[src/rtl/regfile_dump_ctrl.sv]
// regfile_dump_ctrl
// Debug-side sequencer that takes over register-file read port 1 while the
// pipeline is halted, walks registers 0 .. 2**NB_ADDR-1, and streams each
// word to the UART transmitter as bytes, least-significant byte first.
//
// Ports:
//   clk            system clock, rising edge
//   i_rst          synchronous reset, active-high
//   i_start        dump request (honoured in IDLE only, and only if i_halted)
//   i_abort        cancel a dump in progress
//   i_halted       pipeline halted qualifier for i_start
//   o_rf_sel       1 = this block drives register-file read address 1
//   o_rf_rd_addr   register-file read address 1
//   i_rf_rd_data   register-file read data 1 (valid one cycle after address)
//   o_tx_valid     byte available for the transmitter
//   o_tx_data      byte to transmit
//   i_tx_ready     transmitter accepts the byte
//   o_busy         dump in progress
//   o_done         one-cycle pulse after the last byte is accepted
module regfile_dump_ctrl #(
    parameter int NB_DATA = 32,
    parameter int NB_ADDR = 5,
    parameter int NB_BYTE = 8
) (
    input  logic               clk,
    input  logic               i_rst,
    input  logic               i_start,
    input  logic               i_abort,
    input  logic               i_halted,
    output logic               o_rf_sel,
    output logic [NB_ADDR-1:0] o_rf_rd_addr,
    input  logic [NB_DATA-1:0] i_rf_rd_data,
    output logic               o_tx_valid,
    output logic [NB_BYTE-1:0] o_tx_data,
    input  logic               i_tx_ready,
    output logic               o_busy,
    output logic               o_done
);

    localparam int NBYTES  = NB_DATA / NB_BYTE;
    // Keep the byte index at least one bit wide for single-byte words.
    localparam int NB_BIDX = (NBYTES > 1) ? $clog2(NBYTES) : 1;
    localparam logic [NB_BIDX-1:0] LAST_BYTE = NB_BIDX'(NBYTES - 1);

    typedef enum logic [2:0] {
        S_IDLE,
        S_READ,
        S_LATCH,
        S_SEND,
        S_DONE
    } state_t;

    state_t               r_state;
    state_t               w_next;
    logic [NB_ADDR-1:0]   r_reg_idx;
    logic [NB_ADDR-1:0]   w_reg_idx_nxt;
    logic [NB_BIDX-1:0]   r_byte_idx;
    logic [NB_BIDX-1:0]   w_byte_idx_nxt;
    logic [NB_DATA-1:0]   r_word;
    logic [NB_DATA-1:0]   w_word_nxt;
    logic [NBYTES-1:0][NB_BYTE-1:0] w_bytes;
    logic                 w_sel;

    always_ff @(posedge clk) begin
        if (i_rst) begin
            r_state    <= S_IDLE;
            r_reg_idx  <= '0;
            r_byte_idx <= '0;
            r_word     <= '0;
        end else begin
            r_state    <= w_next;
            r_reg_idx  <= w_reg_idx_nxt;
            r_byte_idx <= w_byte_idx_nxt;
            r_word     <= w_word_nxt;
        end
    end

    always_comb begin
        w_next         = r_state;
        w_reg_idx_nxt  = r_reg_idx;
        w_byte_idx_nxt = r_byte_idx;
        w_word_nxt     = r_word;
        case (r_state)
            S_IDLE: begin
                if (i_start && i_halted) begin
                    w_reg_idx_nxt = '0;
                    w_next        = S_READ;
                end
            end
            S_READ:  w_next = S_LATCH;
            S_LATCH: begin
                // Read data is registered inside the register file, so it
                // is valid here, one cycle after the address was driven.
                w_word_nxt     = i_rf_rd_data;
                w_byte_idx_nxt = '0;
                w_next         = S_SEND;
            end
            S_SEND: begin
                if (i_tx_ready) begin
                    if (r_byte_idx != LAST_BYTE) begin
                        w_byte_idx_nxt = r_byte_idx + 1'b1;
                    end else if (&r_reg_idx) begin
                        // Terminal check on all-ones: reg_idx never wraps.
                        w_next = S_DONE;
                    end else begin
                        w_reg_idx_nxt = r_reg_idx + 1'b1;
                        w_next        = S_READ;
                    end
                end
            end
            S_DONE:  w_next = S_IDLE;
            default: w_next = S_IDLE;
        endcase
        // Abort overrides every transition but is meaningless in IDLE.
        if (i_abort && (r_state != S_IDLE)) begin
            w_next = S_IDLE;
        end
    end

    assign w_bytes      = r_word;
    assign w_sel        = (r_state == S_READ) || (r_state == S_LATCH) || (r_state == S_SEND);
    assign o_rf_sel     = w_sel;
    assign o_rf_rd_addr = w_sel ? r_reg_idx : '0;
    assign o_tx_valid   = (r_state == S_SEND);
    assign o_tx_data    = (r_state == S_SEND) ? w_bytes[r_byte_idx] : '0;
    assign o_busy       = (r_state != S_IDLE);
    assign o_done       = (r_state == S_DONE);

endmodule

[config.mk]
export PLATFORM = sky130hd
export DESIGN_NAME = regfile_dump_ctrl
export DESIGN_NICKNAME = d
export VERILOG_FILES = /design/src/rtl/regfile_dump_ctrl.sv
export SDC_FILE = /design/constraint.sdc
export NUM_CORES = 1
export LEC_CHECK = 0
export BUFFER_PORTS_ARGS = -buffer_cell sky130_fd_sc_hd__buf_2
export CORE_UTILIZATION = 55
export CTS_BUF_LIST = sky130_fd_sc_hd__clkbuf_4 sky130_fd_sc_hd__clkbuf_8
export DETAILED_ROUTE_END_ITERATION = 10
export GPL_TIMING_DRIVEN = 0
export HOLD_SLACK_MARGIN = 0.03
export PLACE_DENSITY = 0.82
export SETUP_SLACK_MARGIN = 0.3
export SYNTH_ARGS = -nofsm -noshare
export SYNTH_HDL_FRONTEND = slang
export SYNTH_SLANG_ARGS = --single-unit
[constraint.sdc]
create_clock -name clk -period 2.1 [get_ports clk]
set_input_delay 0.42 -clock clk [delete_from_list [all_inputs] [get_ports clk]]
set_output_delay 0.42 -clock clk [all_outputs]
set_load 0.01 [all_outputs]
## After elaboration in Yosys (flattened, before gate mapping)

Cells that the tools add are included.
Widths: inputs -> output; s select.

- Memory bits (read-only): 0
- Memories kept: 0
- Latch bits: 0
- Bits in registers: 42
- RAM bits: 0

- $add $sub $neg: 2
- Order comparisons: 1
- Reductions and logical operators: 13
- $mul: 0
- Shift-type cells: 0
- Bitwise gates (word level): 0
- Multiplexer cells: 17
- Divide/modulo/power cells: 0
- Eq/ne operators: 10

Operator list:

| cell | count |
|---|---|
| $mux 5 | 5 |
| $bmux 8 s2 | 1 |
| $mux 8 | 2 |
| $mux 3 | 4 |
| $pmux 3 s4 | 1 |
| $pmux 5 s2 | 1 |
| $reduce_and 5->1 | 2 |
| $ne 2x2->1 const B | 4 |
| $eq 3x2->1 const B | 2 |
| $reduce_and 3->1 | 2 |
| $add 5x1->5 const B | 1 |
| $mux 2 | 2 |
| $ne 2x1->1 const B | 2 |
| $pmux 2 s2 | 1 |
| $reduce_bool 2->1 | 2 |
| $eq 3x1->1 const B | 1 |
| $eq 3x3->1 const B | 1 |
| $logic_not 3->1 | 1 |
| $lt 2x3->1 const B | 1 |
| $reduce_bool 3->1 | 1 |
| $add 2x1->2 const B | 1 |
| $logic_and 1x1->1 | 2 |
| $logic_or 1x1->1 | 2 |
| $reduce_or 2->1 | 1 |

## Longest topological paths before layout

- Depth after elaboration: 5
- Depth in mapped cells: 6

## Worst setup path after synthesis

Ideal clock, no wire load.

- Path kind: register -> output
- Start: register r_byte_idx[0]
- End: output port o_tx_data[0]
- Stages on the path, launching flop included: 4
- Arrival time: 1238 ps
- Slack: 442 ps
- Path through: dfxtp_1 > buf_2 > mux4_2 > nor2b_1

- Word-level cells in the longest chain between the ends: 3

RTL lines:

| item | RTL line | source |
|---|---|---|
| from (decl) | 57 | `logic [NB_BIDX-1:0] r_byte_idx;` |
| from (signal assigned) | 73 | `r_byte_idx <= w_byte_idx_nxt;` |
| $bmux 8 s2 | 125 | `assign o_tx_data = (r_state == S_SEND) ? w_bytes[r_byte_idx] : '0;` |
| $mux 8 (not written as such) | 125 |  |
| $mux 8 | 125 |  |
| to (decl) | 34 | `output logic [NB_BYTE-1:0] o_tx_data,` |

Every way passes these cells. The select of a mux whose other input is x is not followed.

## Worst setup path in the final report

- Start: register r_byte_idx[0]
- End: output port o_tx_data[2]

Same word-level chain as after synthesis.

==> out/qor.yml <==
logic_synthesis:
  syn_area_per_cell_um2: 9.612
  synth_edf_count: 0
  synthArstFlopShare_pct: 0
  ys_seq_area_share_pct: 37.07
  synth_cell_type_count: 41
  syn_nets: 277
  synth_cells: 236
  yosysMostFrequentCell: "dfxtp_1"
  synth_top_area_share_pct: 37.07
  ys_warn_count: 0
  netlist_area_mm2: 0.002268
  ys.flop_type: "dfxtp_1"
  synth_top_cell_by_area: "dfxtp_1"
  synthTopCellsByCount: "42 x dfxtp_1, 41 x nand2_1, 30 x a21oi_2, 30 x nand2_2, 9 x a21oi_1"
  synth_seq_cells: 42
  synth.area.top_cells: "dfxtp_1 37%, a21oi_2 12%, nand2_2 8.3%"
detailed_routing:
  route.detailed.drc: 0
  num_vias: 1862
  post_drt_wl_per_cell_um: 14.35
  drtIter0Drc: 101
  drt_first_pass_iters: 4
  vias_per_cell: 5.335
  drtAntennaViolNets: 0
  wirelength_um: 5008
layout:
  final_nets: 341
  area_growth_pct: 23.66
  fillers: 274
  insertedDiodeCount: 0
  drive_gt1_share_pct: 53.82
  layout.cells.non_filler: 349
floorplanning:
  die_width_um: 66.22
  core_area_mm2: 0.003799
  chipHeight_um: 66.22
  initial_utilization_pct: 59.72
  num_rows: 22
  boundaryPins: 55
  die_area_mm2: 0.004385
power:
  pwr-share-comb_pct: 17.0
  ir_drop_uv: 424.1
  clock_power_share_pct: 32.9
  seq_power_share_pct: 50.1
  switching_share_pct: 26.96
  leakagePower_nw: 1.079
  p_switching_mw: 0.4611
  p_int_mw: 1.249
  power_density_mw_per_mm2: 609.7
  power.total_mw: 1.710
timing:
  rsz0062_at_grt: "true"
  fmax_mhz: 497.9
  tns_ns: 0
  maxSlewViolCount: 0
  min_period_over_period_pct: 95.65
  hold_viol_final: 0
  finalSetupViolations: 0
  worst_pin_slew_ns: 0.2968
  skew_ns: 0.005906
  period_needed_ns: 2.009
  max_slew_margin_pct: 80.06
run_status:
  status: "finished, final reports clean"
clock_tree:
  cts-root-buf: "clkbuf_8"
  clkSinkCount: 42
  cts_tree: "built"
  clockBufferDepth: 2
  clk_pin_slew_ns: 0.08
  cts_buffers: 5
  cts.htree.levels: 2
  clock_latency_ns: 0.30
min_path:
  hold_path.class: "input pin to flip-flop"
critical_path:
  timing.setup.critical_path_class: "flip-flop to output pin"
  crit_path_start_kind: "flip-flop"
  critPathArrivalTime_ns: 1.59
  end_kind: "output pin"
  cp_max_fo: 5
  required_ns: 1.68
place:
  place_hpwl_um: 3488
  port-buffer-count: 53
  place_inst: 337
  routabilityCongestion: 0.7755
global_routing:
  grt_util_all_layers_pct: 25.26
  grt_max_degree: 13
  grt_pass1_wl_um: 8107
  antenna_found_initial: 0
  grt_pass1_vias: 1724
  overflow: 0
run:
  drv_cap: 0
area by class of cell:
class	count	area, um2	share of cell area [%]
Multi-Input combinational cell	176	1256	44.78
Clock inverter	1	5.005	0.1784
Sequential cell	42	847.1	30.20
Clock buffer	7	90.09	3.211
Tap cell	48	60.06	2.141
Timing Repair Buffer	57	324.1	11.55
Buffer	16	215.2	7.672
Inverter	2	7.507	0.2676
power groups by stage:
stage | sequential (mW) | clock (mW) | combinational [mW]
6_report | 0.856 | 0.563 | 0.291
5_1_grt | 0.860 | 0.603 | 0.316
4_1_cts | 0.855 | 0.564 | 0.284
3_5_place_dp | 0.874 | 0 | 0.280
3_3_place_gp | 0.873 | 0 | 0.275
2_1_floorplan | 0.868 | 0 | 0.204
per-stage QoR:
step	cell area, um2	util, %	worst slack [ns]	hold WS, ns
after global routing	2805	73.85	0.04998	0.3531
after global placement	2594	68.28	0.1800	0.4452
after detailed placement	2594	68.28	0.1574	0.4500
after CTS	2724	71.71	0.07634	0.3538
final	2805	73.85	0.09141	0.3504
after floorplan	2268	-	0.4424	0.4314
critical path: stages (launching register included):
cell,delay (ns)
dfxtp_4,0.38
buf_8,0.13
mux4_2,0.50
nor2b_1,0.14
buf_2,0.14
cells by family after synthesis:
group	after synthesis	share of synthesized area (%)
fa+ha+maj	3	1.655
buf+inv	18	8.991
compound gates	48	16.38
simple gates	116	27.58
mux	8	7.943
flops	42	37.07
xor+xnor	1	0.3862
worst paths after layout:
path	startpoint	endpoint	slack (ns)	depth (start not counted)
worst max register to register	r_reg_idx[0]	r_reg_idx[3]	0.29	6
worst min-delay path	i_rf_rd_data[0]	r_word[0]	0.35	3
worst max-delay path	r_byte_idx[0]	o_tx_data[2]	0.09	4
worst min register to register	r_word[10]	r_word[10]	0.46	2
routing by layer:
| layer | up-vias | part of all wire [%] | global-route usage [%] |
|---|---|---|---|
| li1 | 928 | - | - |
| met1 | 874 | 46 | 31.36 |
| met2 | 52 | 49 | 43.24 |
| met3 | 8 | 3.8 | 4.483 |
| met4 | 0 | 1.5 | 9.574 |
| met5 | - | 0 | 0 |
registers in the layout (all words and copies together) (netlist names):
register	cells
r_word	32
r_reg_idx	5
r_byte_idx	2
r_state	3
timing repair:
item,CTS,global route
cloned,1,0
setup endpoints to repair,14,17
buffers inserted,1,2
pin swaps,0,2
hold buffers,0,0
gates resized for setup,9,18
cell usage in the layout (no fill, tap or decap), types with 4 or more instances in the layout:
cell and n:
clkbuf_8 13, nor2b_1 4, and2_1 6, buf_2 50
nand3_1 7, dfxtp_1 39, a21oi_2 30, nand2_1 41
mux4_2 8, nand2_2 30, buf_4 4, nand2b_1 4
a21oi_1 9, buf_6 6, nor2b_4 4
Power figures use the tool's default switching activity.
